$ cat src/rtl/histogram_percentile_scanner.sv
// histogram_percentile_scanner: one pass over the cumulative histogram RAM per frame,
// resolving the 25/50/75 percentile grey levels and publishing them atomically at scan end.
module histogram_percentile_scanner #(
  parameter int CNT_W  = 20,
  parameter int RD_LAT = 2
) (
  input  logic             iClk,
  input  logic             iRst_n,
  input  logic             iStart,
  input  logic [CNT_W-1:0] iTotal,
  output logic [7:0]       oRdAddr,
  input  logic [CNT_W-1:0] iRdData,
  output logic [7:0]       oThresh25,
  output logic [7:0]       oThresh50,
  output logic [7:0]       oThresh75,
  output logic             oBusy,
  output logic             oDone
);
  typedef enum logic [1:0] {IDLE, SCAN, DRAIN, UPDATE} state_t;
  state_t             state_q;
  logic [7:0]         cnt_q;
  logic [7:0]         rd_addr_q;
  logic               addr_vld_q;
  logic [RD_LAT-1:0]  tag_vld_q;
  logic [7:0]         tag_addr_q [RD_LAT];
  logic [CNT_W-1:0]   tgt_q [3];
  logic [2:0]         found_q;
  logic [7:0]         cand_q [3];
  logic [7:0]         thr_q [3];
  logic               busy_q;
  logic               done_q;
  logic [2:0]         hit_d;
  // Guarding with the tag valid bit keeps an undriven read bus out of the compare.
  always_comb begin
    hit_d = '0;
    for (int p = 0; p < 3; p++)
      hit_d[p] = tag_vld_q[RD_LAT-1] && !found_q[p] && (iRdData >= tgt_q[p]);
  end
  always_ff @(posedge iClk or negedge iRst_n) begin
    if (!iRst_n) begin
      state_q    <= IDLE;
      cnt_q      <= '0;
      rd_addr_q  <= '0;
      addr_vld_q <= 1'b0;
      tag_vld_q  <= '0;
      for (int i = 0; i < RD_LAT; i++) tag_addr_q[i] <= '0;
      for (int p = 0; p < 3; p++) begin
        tgt_q[p]  <= '0;
        cand_q[p] <= '0;
      end
      found_q <= '0;
      thr_q[0] <= 8'd64;
      thr_q[1] <= 8'd128;
      thr_q[2] <= 8'd192;
      busy_q  <= 1'b0;
      done_q  <= 1'b0;
    end else begin
      done_q        <= 1'b0;
      tag_vld_q[0]  <= addr_vld_q;
      tag_addr_q[0] <= rd_addr_q;
      for (int i = 1; i < RD_LAT; i++) begin
        tag_vld_q[i]  <= tag_vld_q[i-1];
        tag_addr_q[i] <= tag_addr_q[i-1];
      end
      for (int p = 0; p < 3; p++)
        if (hit_d[p]) begin
          found_q[p] <= 1'b1;
          cand_q[p]  <= tag_addr_q[RD_LAT-1];
        end
      case (state_q)
        IDLE: begin
          rd_addr_q <= '0;
          if (iStart && !done_q) begin
            tgt_q[0] <= iTotal >> 2;
            tgt_q[1] <= iTotal >> 1;
            tgt_q[2] <= (iTotal >> 1) + (iTotal >> 2);
            found_q  <= '0;
            for (int p = 0; p < 3; p++) cand_q[p] <= 8'hff;
            cnt_q   <= '0;
            busy_q  <= 1'b1;
            state_q <= SCAN;
          end
        end
        SCAN: begin
          rd_addr_q  <= cnt_q;
          addr_vld_q <= 1'b1;
          cnt_q      <= cnt_q + 8'd1;
          if (&cnt_q) state_q <= DRAIN;
        end
        DRAIN: begin
          rd_addr_q  <= '0;
          addr_vld_q <= 1'b0;
          if (!addr_vld_q && !(|tag_vld_q)) state_q <= UPDATE;
        end
        UPDATE: begin
          for (int p = 0; p < 3; p++) thr_q[p] <= cand_q[p];
          done_q  <= 1'b1;
          busy_q  <= 1'b0;
          state_q <= IDLE;
        end
        default: state_q <= IDLE;
      endcase
    end
  end
  assign oRdAddr   = rd_addr_q;
  assign oThresh25 = thr_q[0];
  assign oThresh50 = thr_q[1];
  assign oThresh75 = thr_q[2];
  assign oBusy     = busy_q;
  assign oDone     = done_q;
endmodule

$ cat config.mk
export PLATFORM = sky130hd
export DESIGN_NAME = histogram_percentile_scanner
export DESIGN_NICKNAME = d
export VERILOG_FILES = /design/src/rtl/histogram_percentile_scanner.sv
export SDC_FILE = /design/constraint.sdc
export NUM_CORES = 1
export LEC_CHECK = 0
export ABC_CLOCK_PERIOD_IN_PS = 2650
export CAP_MARGIN = 10
export CELL_PAD_IN_SITES_DETAIL_PLACEMENT = 2
export CELL_PAD_IN_SITES_GLOBAL_PLACEMENT = 2
export CORE_MARGIN = 4
export CORE_UTILIZATION = 40
export CTS_CLUSTER_DIAMETER = 100
export DETAILED_ROUTE_END_ITERATION = 8
export DONT_BUFFER_PORTS = 1
export HOLD_SLACK_MARGIN = 0.06
export PLACE_DENSITY = 0.9
export SLEW_MARGIN = 10
export SYNTH_ARGS = -nofsm -noshare
export SYNTH_HDL_FRONTEND = slang
export SYNTH_SLANG_ARGS = --single-unit
$ cat constraint.sdc
create_clock -name iClk -period 2.65 [get_ports iClk]
set_input_delay 0.1325 -clock iClk [delete_from_list [all_inputs] [get_ports iClk]]
set_output_delay 0.1325 -clock iClk [all_outputs]
set_load 0.005 [all_outputs]
# After elaboration in Yosys (flattened, before gate mapping)

Index checks and enable logic that the tools add are counted.

Mux-type cells: 21
Reductions and logical operators: 26
Order comparisons: 3
Equality and inequality tests: 6
Add/subtract/negate cells: 2

Operator list:

| kind                | count |
|---|---|
| $mux 24             | 2 |
| $mux 8              | 4 |
| $pmux 8 s2          | 2 |
| $add 19x18->20      | 1 |
| $ge 20x18->1        | 1 |
| $ge 20x19->1        | 1 |
| $ge 20x20->1        | 1 |
| $add 8x1->8 const B | 1 |
| $logic_and 1x1->1   | 8 |
| $pmux 2 s4          | 1 |
| $reduce_and 8->1    | 1 |
| $reduce_bool 2->1   | 4 |
| $logic_not 1->1     | 6 |
| $mux 2              | 3 |
| $mux 3              | 2 |
| $ne 2x2->1 const B  | 3 |
| $reduce_and 2->1    | 3 |
| $mux 1              | 5 |
| $eq 2x2->1 const B  | 2 |
| $pmux 1 s2          | 2 |
| $reduce_or 2->1     | 2 |
| $reduce_and 3->1    | 1 |
| $eq 2x1->1 const B  | 1 |
| $logic_not 2->1     | 1 |

Bits in registers: 147
Word-level logic and storage cells: 77
Output and inout port bits: 34
Bits of input ports: 43

# Longest topological paths before layout

Depth after elaboration: 6
Gate-level depth with buffers: 10

# Worst setup path after synthesis

No wires, ideal clock.

Path kind: register -> register
Start point: reg, netlist name tgt_q[30]
End point: reg cand_q[16] (netlist name)
Cell stages (with the launch flop): 11
Path buffers: 1
Period minus slack after synthesis: 2,087 ps
Slack: 563 ps
Library setup time: 124 ps
Required time: 2,526 ps
Arrival time: 1,962 ps
Cells stage by stage: dfrtp_1 inv_1 ha_1 a21o_1 a21o_1 a21o_1 a221oi_1 o41ai_1 and3b_1 buf_4 mux2i_1

RTL lines:

| what                          | line | RTL |
|---|---|---|
| end signal, assigned by index | 68   | `cand_q[p] <= tag_addr_q[RD_LAT-1];` |
| end, declared                 | 28   | `logic [7:0] cand_q [3];` |

==> results.yml <==
hold_path:
  hold_path_class: "primary input to async pin"
grt:
  grt_first_pass_wirelength_um: 36720
  grt_pass1_vias: 6700
  grt_antenna_before_repair: 0
  grt_max_degree: 130
  grt.overflow.total: 0
  grt.total_usage: 0.2334
pwr:
  p_sw_frac: 0.2544
  power_density_nw_per_um2: 591.6
  pwr-share-seq: 0.420
  p_leak_uw: 0.003891
  clkPwrFrac: 0.493
  p_switching_uw: 1241
  p_int_uw: 3638
  peakVddDrop_uv: 477.2
  power_frac_comb: 0.087
die:
  die_area_um2: 20260
  die_h_um: 142.3
  io_pins: 77
  initial_core_util: 0.4130
  coreArea_um2: 17480
  die_w_um: 142.3
  rows: 48
clocking:
  cts_root_buf: "clkbuf_16"
  cts.sinks: 129
  htree_levels: 4
  cts_inserted_buffers: 17
  clock_latency_ns: 0.43
  cts_tree: "yes"
  clockBufferDepth: 2
  holdBufCountCts: 19
  postCtsSetupRepairBufs: 0
  path_clk_slew_ns: 0.06
place:
  port-buffer-count: 0
  place_inst: 947
  place_hpwl_um: 15760
  place_area_um2: 7447
  place_congestion: 0.8918
drt:
  drt_first_pass_iters: 4
  drtIter0Drc: 268
  ant_nets: 0
  via_per_inst: 5.772
  drc: 0
  vias: 5760
  wl_per_cell_um: 22.85
  routed_wl_um: 22810
synthesis:
  avgSynthCellArea_um2: 9.676
  synth.top_cell.area_share: 0.4334
  yosysWarnings: 0
  ys_seq_area_frac: 0.4479
  synth_edf_count: 0
  ys.flop_type: "dfrtp_1"
  yosysUniqueCellTypes: 58
  yosysTopAreaCell: "dfrtp_1"
  syn-num-nets: 873
  synth_cells: 746
  yosys_register_bits: 129
  synth_common_cells: "dfrtp_1, nand2_1, ha_1"
  syn_area_um2: 7218
  synthArstFlopShare: 1.000
  yosysMostFrequentCell: "dfrtp_1"
  synth_area_leaders: "dfrtp_1, ha_1, nand2_1"
timing:
  fin_tns_setup_ns: 0
  hold_viol: 129
  fin_hold_ws_ns: -0.5982
  rsz0062_at_grt: "no"
  finalClockSkew_ns: 0.007695
  tightest_slew_ns: 0.5525
  report.final.slew_viol_count: 0
  fmax_ghz: 0.4015
  slew_headroom: 0.6277
  setup_viol: 0
  timing.final.crit_share: 0.9399
  min_period_ns: 2.491
run:
  cap_violations: 0
critical_path:
  cp-endpoint: "cand_q[20]"
  cp_top_family: "compound AO/OA/AOI/OAI gates"
  cp-start-kind: "register"
  critPathBufInv: 1
  cp.depth: 9
  reg2reg_setup_slack_ns: 0.16
  cp_slowest_cell: "o41ai_1"
  crit_required_ns: 2.99
  r2r_cells: 9
  end_kind: "register"
  critPathLaunch: "tgt_q[21]"
  slowest_delay_ns: 0.47
  reg2reg_to: "cand_q[20]"
  cp_max_fo: 8
  cp_cell_sequence: "ha_1, nand2b_1, a21o_1, a211oi_1, o31a_1, o41ai_1, and3b_1, buf_12, mux2i_1"
  critPathKind: "register to register"
  reg2reg_from: "tgt_q[21]"
  arrival_ns: 2.83
finish:
  instances_no_fill: 998
  utilization: 0.4719
  finalNetCount: 887
  final_layout_size_suffix_gt1_frac: 0.09832
  diodes: 0
  fin_area_um2: 8248
  synthToLayoutAreaGrowth_pct: 14.27
outcome:
  failed_checks: "hold timing"
  status: "finished, violations left"
[registers in the layout, summed over array words and instances (netlist names), 8 cells and up]
| register | flops |
|---|---|
| cnt_q | 8 |
| cand_q | 24 |
| oThresh75 | 8 |
| oRdAddr | 8 |
| oThresh25 | 8 |
| oThresh50 | 8 |
| tgt_q | 39 |
| tag_addr_q | 16 |
[cells by family after synthesis]
| kind of cell | count (synthesis) | synth area share |
|---|---|---|
| AOI/OAI and AO/OA | 178 | 0.1480 |
| xor gates and xnor gates | 16 | 0.01941 |
| DFF | 129 | 0.4479 |
| and+or+nand+nor | 224 | 0.1414 |
| muxes | 35 | 0.05287 |
| buffers and inverters | 80 | 0.04368 |
| adders and majority gates | 84 | 0.1466 |
[metrics by stage]
step                hold slack (ns)  total power (uW)  worst slack, ns
finish                      -0.5982              4880           0.1593
global route                -0.6226              5086          0.01541
CTS                         -0.6154              4915          0.01061
detailed placement          -0.1563              2464          0.05672
global placement            -0.1556              2419           0.1397
floorplan                   -0.1631              2357           0.5633
[how the worst min path moves through the flow]
| stage | depth (start not counted) | endpoint | start |
|---|---|---|---|
| floorplan | 0 | addr_vld_q | iRst_n |
| global placement | 0 | tgt_q[32] | iRst_n |
| detailed placement | 0 | tgt_q[32] | iRst_n |
| CTS | 0 | tgt_q[10] | iRst_n |
| global route | 0 | tgt_q[10] | iRst_n |
| finish | 0 | tgt_q[10] | iRst_n |
[layout make-up]
type / count / area (um^2)
tap: 225 / 281.5
clock inverter: 13 / 153.9
multi-input combinational: 537 / 3685
inverter: 49 / 183.9
fill: 1807 / 9229
sequential: 129 / 3233
timing repair buffer: 26 / 267.8
clock buffer: 19 / 442.9
[layout by cell type, fill, tap and decap left out, types with 7 or more instances in the layout]
cell type      count
nand2b_1           8
dfrtp_1          125
inv_1             49
ha_1              83
nor2_1            58
mux2_2            25
a21o_1            23
nand2_1           90
a21oi_1           53
o21ai_0           63
clkbuf_16         17
xnor2_1            9
mux2i_1           10
nor3_1            22
xor2_1             7
nand4_1            8
dlygate4sd3_1     19
nand3_1           12
[power by group through the flow]
stage               Combinational, uW  Clock (uW)  Sequential (uW)
floorplan                         284           0             2070
global placement                  336           0             2080
detailed placement                378           0             2090
CTS                               417        2450             2050
global route                      471        2560             2050
finish                            422        2410             2050
[what timing repair did]
action	4_1_cts	5_1_grt
gates resized for setup	0	3
endpoints found under the hold margin	151	129
endpoints found under the setup margin	0	10
[per-layer routing]
layer  global-route usage  up-vias  part of all wire
li1                     -     2630                 -
met5                    0        -                 0
met1               0.2681     2972              0.41
met2               0.4231      114              0.53
met3              0.04839       44             0.037
met4              0.09405        0             0.029
Power figures use the tool's default switching activity.
